--- config.mk ---
export PLATFORM = sky130hd
export DESIGN_NAME = bram_port_arbiter
export DESIGN_NICKNAME = d
export VERILOG_FILES = /design/src/rtl/bram_arb_pkg.sv /design/src/rtl/rr_pick.sv /design/src/rtl/bram_port_arbiter.sv
export SDC_FILE = /design/constraint.sdc
export NUM_CORES = 1
export LEC_CHECK = 0
export BUFFER_PORTS_ARGS = -buffer_cell sky130_fd_sc_hd__buf_2
export CAP_MARGIN = 20
export CORE_MARGIN = 3
export CORE_UTILIZATION = 28
export CTS_CLUSTER_DIAMETER = 200
export DETAILED_ROUTE_END_ITERATION = 12
export PLACE_DENSITY = 0.77
export SYNTH_ARGS = -nofsm -noshare
export SYNTH_HDL_FRONTEND = slang
export SYNTH_SLANG_ARGS = --single-unit
export TNS_END_PERCENT = 30
--- constraint.sdc ---
create_clock -name clk -period 1.5 [get_ports clk]
set_input_delay 0.075 -clock clk [delete_from_list [all_inputs] [get_ports clk]]
set_output_delay 0.075 -clock clk [all_outputs]
set_load 0.005 [all_outputs]
--- src/rtl/bram_arb_pkg.sv ---
// Shared constants and helpers for the block-RAM port arbiter.
package bram_arb_pkg;

    localparam int unsigned MAX_REQ = 4;
    localparam int unsigned IDX_W   = $clog2(MAX_REQ);

    function automatic logic [IDX_W-1:0] onehot_to_idx(input logic [MAX_REQ-1:0] oh);
        logic [IDX_W-1:0] idx;
        idx = '0;
        for (int unsigned k = 0; k < MAX_REQ; k++) begin
            if (oh[k]) idx = idx | IDX_W'(k);
        end
        return idx;
    endfunction

endpackage

--- src/rtl/rr_pick.sv ---
// Combinational round-robin picker: first set request after the last winner.
module rr_pick
    import bram_arb_pkg::*;
#(
    parameter int unsigned N_REQ = 2
) (
    input  logic [N_REQ-1:0] req,
    input  logic [IDX_W-1:0] last,
    output logic [N_REQ-1:0] gnt,
    output logic [IDX_W-1:0] idx,
    output logic             any
);

    logic [MAX_REQ-1:0] req_x;
    logic [MAX_REQ-1:0] gnt_x;
    logic [IDX_W-1:0]   pos;

    always_comb begin
        req_x = MAX_REQ'(req);
        gnt_x = '0;
        pos   = '0;
        for (int unsigned i = 1; i <= N_REQ; i++) begin
            pos = IDX_W'((32'(last) + i) % N_REQ);
            if (gnt_x == '0 && req_x[pos]) gnt_x[pos] = 1'b1;
        end
    end

    assign gnt = N_REQ'(gnt_x);
    assign idx = onehot_to_idx(gnt_x);
    assign any = |gnt_x;

endmodule

--- src/rtl/bram_port_arbiter.sv ---
// Round-robin arbiter sharing one block-RAM port between requesters, with
// an exclusive lock for read-modify-write sequences and a 1-cycle read return.
module bram_port_arbiter
    import bram_arb_pkg::*;
#(
    parameter int unsigned DATA_WIDTH = 16,
    parameter int unsigned ADDR_WIDTH = 10,
    parameter int unsigned N_REQ      = 2
) (
    input  logic                        clk,
    input  logic                        rst,
    input  logic [N_REQ-1:0]            req_i,
    input  logic [N_REQ-1:0]            lock_i,
    input  logic [N_REQ-1:0]            we_i,
    input  logic [N_REQ*ADDR_WIDTH-1:0] addr_i,
    input  logic [N_REQ*DATA_WIDTH-1:0] din_i,
    output logic [N_REQ-1:0]            gnt_o,
    output logic [N_REQ-1:0]            rvalid_o,
    output logic [DATA_WIDTH-1:0]       rdata_o,
    output logic                        bram_we_o,
    output logic [ADDR_WIDTH-1:0]       bram_addr_o,
    output logic [DATA_WIDTH-1:0]       bram_din_o,
    input  logic [DATA_WIDTH-1:0]       bram_dout_i
);

    logic [IDX_W-1:0] last_q;
    logic [IDX_W-1:0] owner_q;
    logic             owner_vld_q;
    logic [N_REQ-1:0] rd_pend_q;

    logic [N_REQ-1:0] rr_gnt;
    logic [IDX_W-1:0] rr_idx;
    logic             rr_any;

    logic [MAX_REQ-1:0]    req_x;
    logic [MAX_REQ-1:0]    lock_x;
    logic [MAX_REQ-1:0]    we_x;
    logic [ADDR_WIDTH-1:0] addr_arr [MAX_REQ];
    logic [DATA_WIDTH-1:0] din_arr  [MAX_REQ];

    logic             locked_c;
    logic             any_c;
    logic [IDX_W-1:0] win_c;

    rr_pick #(.N_REQ(N_REQ)) u_pick (
        .req  (req_i),
        .last (last_q),
        .gnt  (rr_gnt),
        .idx  (rr_idx),
        .any  (rr_any)
    );

    // Widen per-requester fields to MAX_REQ so any index width is safe.
    always_comb begin
        req_x  = MAX_REQ'(req_i);
        lock_x = MAX_REQ'(lock_i);
        we_x   = MAX_REQ'(we_i);
        for (int unsigned k = 0; k < MAX_REQ; k++) begin
            addr_arr[k] = '0;
            din_arr[k]  = '0;
        end
        for (int unsigned k = 0; k < N_REQ; k++) begin
            addr_arr[k] = addr_i[k*ADDR_WIDTH +: ADDR_WIDTH];
            din_arr[k]  = din_i[k*DATA_WIDTH +: DATA_WIDTH];
        end
    end

    // A held lock overrides round-robin; only the owner can be granted.
    always_comb begin
        locked_c = owner_vld_q && lock_x[owner_q];
        any_c    = rr_any;
        win_c    = rr_idx;
        gnt_o    = rr_gnt;
        if (locked_c) begin
            any_c = req_x[owner_q];
            win_c = owner_q;
            gnt_o = any_c ? N_REQ'(MAX_REQ'(1) << owner_q) : '0;
        end
    end

    assign bram_we_o   = any_c & we_x[win_c];
    assign bram_addr_o = any_c ? addr_arr[win_c] : addr_arr[0];
    assign bram_din_o  = any_c ? din_arr[win_c]  : din_arr[0];

    assign rvalid_o = rd_pend_q;
    assign rdata_o  = bram_dout_i;

    always_ff @(posedge clk or posedge rst) begin
        if (rst) begin
            last_q      <= IDX_W'(N_REQ - 1);
            owner_q     <= '0;
            owner_vld_q <= 1'b0;
            rd_pend_q   <= '0;
        end else begin
            if (any_c && !locked_c) last_q <= win_c;
            if (!locked_c) begin
                owner_vld_q <= any_c && lock_x[win_c];
                owner_q     <= win_c;
            end
            rd_pend_q <= (any_c && !we_x[win_c]) ? gnt_o : '0;
        end
    end

endmodule

-- After elaboration in Yosys (flattened, before gate mapping)
Index checks and enable logic that the tools add are counted.
- add/sub/neg operators: 2
- magnitude comparators: 7
- shift operators: 1
- multiplexer cells: 34
- bitwise operators: 3
- reduce and logical (&&, ||, !) cells: 11
- operator list (cell ; number):
    $mux 16 ; 3
    $bmux 16 s2 ; 1
    $mux 10 ; 3
    $bmux 10 s2 ; 1
    $mux 2 ; 7
    $mux 1 ; 12
    $bmux 1 s2 ; 4
    $logic_and 1x1->1 ; 7
    $lt 1x3->1 const B ; 2
    $lt 2x3->1 const B ; 2
    $logic_not 4->1 ; 1
    $mux 4 ; 1
    $or 4x2->4 ; 1
    $reduce_or 4->1 ; 1
    $ge 3x3->1 const B ; 1
    $not 2->3 ; 1
    $add 1x1->1 const B ; 2
    $demux 1 s1 ; 2
    $ge 1x1->1 const B ; 2
    $logic_not 1->1 ; 2
    $shl 1x2->2 const A ; 1
    $and 1x1->1 ; 1
- bits in registers: 6
- bits of input ports: 76
- output and inout bits: 47

-- Longest topological paths before layout
Gate-level depths: netlist (run 1).
- word-level depth: 18
- depth in mapped cells: 6
- mapped depth without buffers: 4

-- By module
From an unflattened synthesis (run 1), not the netlist that was laid out.
- cell total of the unflattened synthesis: 154
- area total of the unflattened synthesis: 1189.9 µm²
- by module, submodules not included (module ; instances ; cells an instance ; area each (µm²) ; sequential area each (µm²)):
    bram_port_arbiter ; 1 ; 147 ; 1146.1 ; 176.4
    rr_pick ; 1 ; 7 ; 43.8 ; 0.0

-- Worst setup path before layout (run 1)
No wires, ideal clock.
- kind: register -> output
- from: register owner_q[0]
- to: output bram_addr_o[0]
- arrival time: 1.509 ns
- required time: 1.425 ns
- path slack: -0.084 ns
- cell stages (with the launch flop): 7
- buffers on the path: 2
- path through: dfrtp_1 > mux2i_4 > o21ai_2 > a21o_1 > buf_6 > buf_12 > mux2_4
- cells in the longest elaborated chain, start to end: 9
- elaborated cells between the ends (all ways): 12
- ends and longest elaborated chain (item ; line ; RTL):
    start, declared ; bram_port_arbiter.sv:27 ; logic [IDX_W-1:0] owner_q;
    start signal, assigned ; bram_port_arbiter.sv:98 ; owner_q <= win_c;
    $bmux 1 s2 ; bram_port_arbiter.sv:70 ; locked_c = owner_vld_q && lock_x[owner_q];
    $mux 1 (not written as such) ; bram_port_arbiter.sv:70 ;
    $logic_and 1x1->1 ; bram_port_arbiter.sv:70 ;
    $mux 2 ; bram_port_arbiter.sv:74 ; if (locked_c) begin
    $not 2->3 (not written as such) ; bram_port_arbiter.sv:82 ; assign bram_addr_o = any_c ? addr_arr[win_c] : addr_arr[0];
    $bmux 10 s2 ; bram_port_arbiter.sv:82 ;
    $mux 10 (not written as such) (2 in series) ; bram_port_arbiter.sv:82 ;
    $mux 10 * ; bram_port_arbiter.sv:82 ;
    end, declared ; bram_port_arbiter.sv:21 ; output logic [ADDR_WIDTH-1:0] bram_addr_o,
Mark *: on every way between the ends. The rest lies on a longest branch, timed or not. The select of a mux whose other input is x is not followed.

-- Final worst setup path (run 1)
- from: register owner_q[0]
- to: output bram_addr_o[6]
Same word-level chain as after synthesis.

==> results of run 1 <==
[report_power, final]
part / switching (mW) / internal [mW]
clock network: 0.0634 / 0.101
registers: 0.0162 / 0.189
logic: 0.235 / 0.415
[synthesized netlist by cell type, drive strengths merged (2+ instances only)]
cell type	count	area (um^2)
mux2	26	360.4
buf	19	171.4
dfrtp	5	125.1
inv	5	18.77
a21oi	3	15.01
nand2	3	11.26
nor2	3	11.26
a21o	2	16.27
mux2i	2	32.53
o21ai	2	13.76
[what timing repair did]
action / CTS / global route
endpoints found under the setup margin: 30 / 31
pin swaps: 3 / 1
endpoints found under the hold margin: 6 / 0
gates cloned: 1 / 0
hold buffers: 1 / 0
resized for setup: 23 / 3
[critical path, cell delays in order, from the launching register on]
cell and delay [ps]:
dfrtp_1 410, mux2i_4 280, o21ai_2 80, a21o_4 250, buf_16 160, mux2_4 300, buf_2 130
[how the worst min path moves through the flow]
stage	depth (start not counted)	from	slack, ps	endpoint
5_1_grt	0	bram_dout_i[12]	150	rdata_o[12]
2_1_floorplan	1	rst	-130	owner_q[0]$_DFFE_PP0P_
6_report	3	req_i[0]	140	rvalid_o[0]$_DFF_PP0_
4_1_cts	3	req_i[0]	130	rvalid_o[0]$_DFF_PP0_
3_5_place_dp	2	rst	6	rvalid_o[1]$_DFF_PP0_
3_3_place_gp	2	rst	1	rvalid_o[1]$_DFF_PP0_
[state kept, by name (all words and copies together), names as in the netlist]
name,count
rvalid_o,2
owner_vld_q,1
last_q,1
owner_q,2
[layout make-up]
cell class / count / area, um^2
fill: 272 / 1535
tap: 44 / 55.05
sequential: 6 / 151.4
inverter: 5 / 18.77
timing repair buffer: 104 / 694.4
clock buffer: 4 / 26.28
multi-input combinational: 54 / 596.8
[cell usage in the layout, fill, tap and decap left out, types with 2 or more instances in the layout]
cell type / instances
buf_2: 74
mux2_4: 18
buf_6: 17
buf_4: 10
mux2_2: 8
inv_1: 5
dfrtp_1: 5
a21oi_1: 3
nand2_1: 3
clkbuf_4: 3
nor2_4: 2
[routing by layer]
metal  wire length (um)  GRT usage (%)  share of wire (%)  vias up
li1                   -              -                  -      458
met1               1085          14.33                 32      447
met2               1902          32.36                 57       55
met3                290          8.273                8.7        8
met4                 63          3.030                1.9        0
met5                  0              0                  0        -
[logic make-up (layout without fill, tap and decap cells)]
kind of cell | after synthesis | after routing
AO/OA/AOI/OAI | 14 | 14
buffers and inverters | 24 | 113
flip-flops | 6 | 6
multiplexers | 28 | 28
other | 1 | 1
AND/OR/NAND/NOR | 11 | 11
[through the flow]
stage / utilization (%) / cell area [um^2] / std cells / hold slack, ps / setup WS, ps
after floorplan: - / 904.6 / 84 / -134.8 / -63.07
after global placement: 43.58 / 1341 / 211 / 0.9671 / -169.3
after detailed placement: 43.58 / 1341 / 211 / 6.399 / -191.9
after CTS: 49.55 / 1525 / 217 / 130.2 / -409.8
after global routing: 50.12 / 1543 / 217 / 150.0 / -523.3
final: 50.12 / 1543 / 217 / 138.0 / -446.4
==> results.md, run 1 <==
- Status: finished, violations left
- Failing checks: setup timing
- Req. time, crit path: 1420 ps
- Total CTS buffers: 3
- Hold Violations, Final: 0
- Tot Pwr: 1.020 mW
- GR Util All Layers: 16.22%
- Post-Syn Area: 904.6 um^2
- Synth Instances: 84
- Initial DRC Count: 37
- Synth Area in Compound Gates: 11.48%
- Port Buf Inserts: 90
- Post-route clock period utilization: 129.8%
- Largest family of logic cells by synthesized area: multiplexers
- PD cells: 661.1 nW/um^2
- Starting Density: 29.39%
- Ports: roughly 120
- CP arrival: about 1900 ps
- CP Max Fanout: 11
- Async set-reset flop share out of synthesis: 100.0%
- Max-slew violations: 0
- Clock Pin Slew Worst Setup and Hold Paths: 50 ps
- Clk root buf: clkbuf_4
- DRC: 0
- F_max: 513.8 MHz
- Setup violators final: 30
- H-Tree Level Count: 1
- DIE AREA: 3949 um^2
- Layout cell share with drive strength beyond 1: a little over four fifths
- Worst R2R Start: owner_q[1]$_DFFE_PP0P_
- Yosys warning count: 0
- Post-synth EDFFs: 0
- Syn nets: 160
- TritonCTS clock tree: built
- Routed Antenna Nets: 0
- Crit path capture type: output port
- Routability cong.: around 0.84
- Total grt overflow: 0
- R2R cell count: 6
- Sequential fraction of the synthesis area: 16.74%
- VDD IR-drop max: ~240 uV
- Vias: 968
- Skew-Pair Late Insertion Delay: roughly 250 ps
- Leakage: 0.8579 nW
- Worst setup path startpoint: owner_q[0]$_DFFE_PP0P_
- Post-synthesis adder-cell area fraction: 0%
- WL/cell: 15.40 um
- Pin count of the biggest net entering global routing: 12
- Synthesized area per cell: 10.77 um^2
- Worst setup path endpoint: bram_addr_o[6]
- XOR/XNOR share of the synthesized area: 0%
- Die Width: about 63 um
- Nets: 250
- Netlist cell types: 30
- Setup_tns: -11,800 ps
- DRT Pass-1 Iters: 4
- Crit start category: flop
- Rows: 20
- Initial antenna violation count: 0
- Setup bufs post-CTS: 0
- Mux cell area share after synthesis: between 40% and 50%
- Detailed-placement wirelength estimate: around 2500 um
- Synth Flop Type: dfrtp_1
- WL final: 3342 um
- HP Class: input pin to flop
- Via density per instance: ~4.5
- Fin worst setup slack: -446.4 ps
- RSZ-0062 raised after global routing: true
- Flop2flop setup slack: -90 ps
- Post-Route Skew: 9.904 ps
- Clock sinks: 6
- Crit Path Class: flop to output port
- Seq cells post-synth: 6
- Maxcap violations: 0
- Clock Path Buffers: 2
- Chip height: 62.84 um
- Vias in the first global route: 936
- Simple-gate share of the synthesized area: 6.916%
- R2r endpoint: rvalid_o[0]$_DFF_PP0_
- Fin crit period: 1946 ps
- Synth-to-Final Area Change: 70.54%
- Global-route wire length before repair: 4981 um
- Core region area: 3078 um^2
- # diodes: 0
(Power assumes the default switching activity.)
==> inputs of run 2 (changes only) <==
- ABC_AREA: not set -> 1
- CORE_UTILIZATION: 28 -> 31
==> run 2 against run 1 <==
Effect of this change: sequential share of layout area decreased by 0.99 points; combinational power is 1% higher; hold slack improved by 12 ps; the flow still finishes with violations (setup timing); cell count up 47%.
==> results.md, run 2 <==
- Synth Instances: 183 (was 84)
- Worst R2R Start: last_q[0]$_DFFE_PP1P_ (was owner_q[1]$_DFFE_PP0P_)
- Core region area: 3203 um^2 (was 3078 um^2)
- Ports: 123 (unchanged)
- Vias in the first global route: 1,182 (was 936)
- Nets: 352 (was 250)
- GR Util All Layers: 14.44% (was 16.22%)
- RSZ-0062 raised after global routing: true (unchanged)
- Via density per instance: 4.241 (was 4.461)
- Clock sinks: 6 (unchanged)
- Worst setup path endpoint: bram_din_o[0] (was bram_addr_o[6])
- Synth-to-Final Area Change: 57.16% (was 70.54%)
- Die Width: 65.36 um (was 62.84 um)
- Status: finished, violations left (unchanged)
- Flop2flop setup slack: -130 ps (was -90 ps)
- DRT Pass-1 Iters: 4 (unchanged)
- Port Buf Inserts: 90 (unchanged)
- Ranking of synthesized cells by area: inv_1 (19%), nand2_1 (13%), dfrtp_1 (11%), buf_4 (11%), o21ai_2 (9.6%) (was mux2_4 (30%), dfrtp_1 (14%), buf_4 (13%), mux2_2 (10%), buf_12 (4.4%))
- Most frequent cells in the layout: buf_2 (89), inv_1 (55), nand2_1 (31), o21ai_2 (17), buf_4 (12) (was buf_2 (74), mux2_4 (18), buf_6 (17), buf_4 (10), mux2_2 (8))
- Failing checks: setup timing (unchanged)
- Share of the synthesized area in the top cell type: 18.90% (was 29.88%)
- Initial antenna violation count: 0 (unchanged)
- Post-route cell area: 1717 um^2 (was 1543 um^2)
- Layout fillers: 329 (was 272)
- Clk root buf: clkbuf_4 (unchanged)
- Req. time, crit path: 1420 ps (about the same)
- # diodes: 0 (unchanged)
- Setup violators final: 30 (unchanged)
- Netlist cell types: 23 (was 30)
- Grt met1 use: 17.63% (was 14.33%)
- Skew-Pair Late Insertion Delay: 250 ps (about the same)
- VDD IR-drop max: 559.8 uV (was 242.3 uV)
- Post-synth EDFFs: 0 (unchanged)
- Crit Path Class: flop to output port (unchanged)
- Most area-hungry cell type in the Yosys netlist: inv_1 (was mux2_4)
- Post-Syn Area: 1092 um^2 (was 904.6 um^2)
- Post-Layout Cell Count: 319 (was 217)
- WL/cell: 10.27 um (was 15.40 um)
- Chip height: 65.36 um (was 62.84 um)
- Syn nets: 259 (was 160)
- Hold Violations, Final: 0 (unchanged)
- Rows: 20 (unchanged)
- Commonest non-fill, non-tap cell in the layout: buf_2 (unchanged)
- WL final: 3277 um (was 3342 um)
- Routability cong.: 0.8987 (was 0.8446)
- Max-slew violations: 0 (unchanged)
- Maxcap violations: 0 (unchanged)
- Fin crit period: 1760 ps (was 1946 ps)
- H-Tree Level Count: 1 (unchanged)
- Yosys warning count: 0 (unchanged)
- R2r endpoint: owner_vld_q$_DFFE_PP0P_ (was rvalid_o[0]$_DFF_PP0_)
- Layout cell share with drive strength beyond 1: 57.09% (was 83.24%)
- Pre-CTS setup slack: -92.92 ps (was -191.9 ps)
- Async set-reset flop share out of synthesis: 100.0% (unchanged)
- Total grt overflow: 0 (unchanged)
- CP arrival: 1690 ps (was 1870 ps)
- Starting Density: 34.10% (was 29.39%)
- Total CTS buffers: 3 (unchanged)
- DIE AREA: 4272 um^2 (was 3949 um^2)
- Post-Route Skew: 3.998 ps (was 9.904 ps)
- Top cells by count, synth: inv_1 (55), nand2_1 (39), buf_4 (16) (was mux2_4 (18), buf_4 (16), mux2_2 (8))
- Register area: 151.4 um^2 (unchanged)
- Routed Antenna Nets: 0 (unchanged)
- Pin count of the biggest net entering global routing: 15 (was 12)
- Worst setup path startpoint: owner_q[0]$_DFFE_PP0P_ (unchanged)
- Crit path capture type: output port (unchanged)
- Fin worst setup slack: -260.0 ps (was -446.4 ps)
- Count leader, synth: inv_1 (was mux2_4)
- HP Class: input pin to output port (was input pin to flop)
- Sequential fraction of the synthesis area: 13.86% (was 16.74%)
- Met2 Use GR: 25.41% (was 32.36%)
- Vias: 1,353 (was 968)
- Synthesized area per cell: 5.969 um^2 (was 10.77 um^2)
- DRC: 0 (unchanged)
- Area post-placement: 1444 um^2 (was 1341 um^2)
- Clock Pin Slew Worst Setup and Hold Paths: 50 ps (about the same)
- Worst hold stages: 0 (was 3)
- Leakage: 1.083 nW (was 0.8579 nW)
- F_max: 568.2 MHz (was 513.8 MHz)
- TritonCTS clock tree: built (unchanged)
- CP Max Fanout: 7 (was 11)
- Detailed-placement wirelength estimate: 2219 um (was 2458 um)
- Initial DRC Count: 29 (was 37)
- Cell Count Post-Placement: 301 (was 211)
- Synth Flop Type: dfrtp_1 (unchanged)
- Clock Path Buffers: 2 (unchanged)
- PD cells: 597.8 nW/um^2 (was 661.1 nW/um^2)
- Busiest layer in global routing: met2 (unchanged)
- Post-route clock period utilization: 117.3% (was 129.8%)
- Crit start category: flop (unchanged)
- Global-route wire length before repair: 4995 um (was 4981 um)
- Area of the multi-input gates: 676.9 um^2 (was 596.8 um^2)
- Seq cells post-synth: 6 (unchanged)
- R2R cell count: 8 (was 6)
- Met3 usage: 2.735% (was 8.273%)
[run 2: cell count changes in the layout (fill, tap and decap cells not counted), sizes merged, moves of 2 or more]
cell,change
a21o,-2
inv,+58
mux2,-26
mux2i,-2
nand2,+48
nand3,+9
nand4,+2
o21ai,+25
[run 2: layer usage]
| layer | part of all wire, % | vias up |
|---|---|---|
| met5 | 0 | - |
| met4 | 0.43 | 0 |
| met3 | 9.7 | 6 |
| met2 | 50 | 63 |
| met1 | 40 | 580 |
| li1 | - | 704 |
[run 2: where the power goes]
| group | internal [mW] | total [mW] | switching, mW |
|---|---|---|---|
| Sequential | 0.185 | 0.203 | 0.0174 |
| Clock | 0.101 | 0.165 | 0.0640 |
| Combinational | 0.311 | 0.658 | 0.347 |
| Total | 0.598 | 1.03 | 0.428 |
[run 2: critical path: stages, from the launching register on]
cell	delay, ps
dfrtp_1	400
inv_2	100
nand2_2	50
nand2_2	80
nand3_4	120
inv_4	110
nand2_8	130
nand2_8	150
nand2_1	60
o21ai_1	70
inv_1	50
buf_2	120
[run 2: worst min path at each step]
stage                                   endpoint           start
after global routing                  rdata_o[0]  bram_dout_i[0]
after detailed placement   rvalid_o[1]$_DFF_PP0_             rst
after global placement     rvalid_o[1]$_DFF_PP0_             rst
final                                 rdata_o[0]  bram_dout_i[0]
after floorplan           owner_q[0]$_DFFE_PP0P_             rst
after CTS                             rdata_o[3]  bram_dout_i[3]
[run 2: stage by stage]
step / utilization (%) / TNS, ps / hold WS [ps] / power (mW)
global placement: 45.08 / -602.0 / -0.2670 / 0.7168
finish: 53.59 / -6844 / 150.0 / 1.026
global route: 53.59 / -10720 / 150.0 / 1.126
detailed placement: 45.08 / -1788 / 0.6106 / 0.7247
CTS: 50.59 / -6876 / 150.0 / 0.9875
floorplan: - / 0 / -134.8 / 0.5717
[run 2: repair_timing]
item                       in CTS  in global routing
gates resized for setup         7                 18
gates cloned                    5                  0
buffers inserted                4                  4
pin swaps                       3                  3
hold buffers                    1                  0
hold endpoints to repair        6                  0
setup endpoints to repair      29                 32
[run 2: kinds of logic after synthesis]
family / Yosys count / share of synthesized area, %
other: 1 / 0.3433
flip-flops: 6 / 13.86
AO/OA/AOI/OAI: 29 / 17.41
AND/OR/NAND/NOR: 63 / 28.98
buffers and inverters: 84 / 39.41
[run 2: final cells by class]
type / count / area share (%)
Tap cell: 44 / 3.207
Multi-Input combinational cell: 98 / 39.43
Sequential cell: 6 / 8.819
Clock buffer: 4 / 1.531
Timing Repair Buffer: 104 / 33.09
Inverter: 63 / 13.92
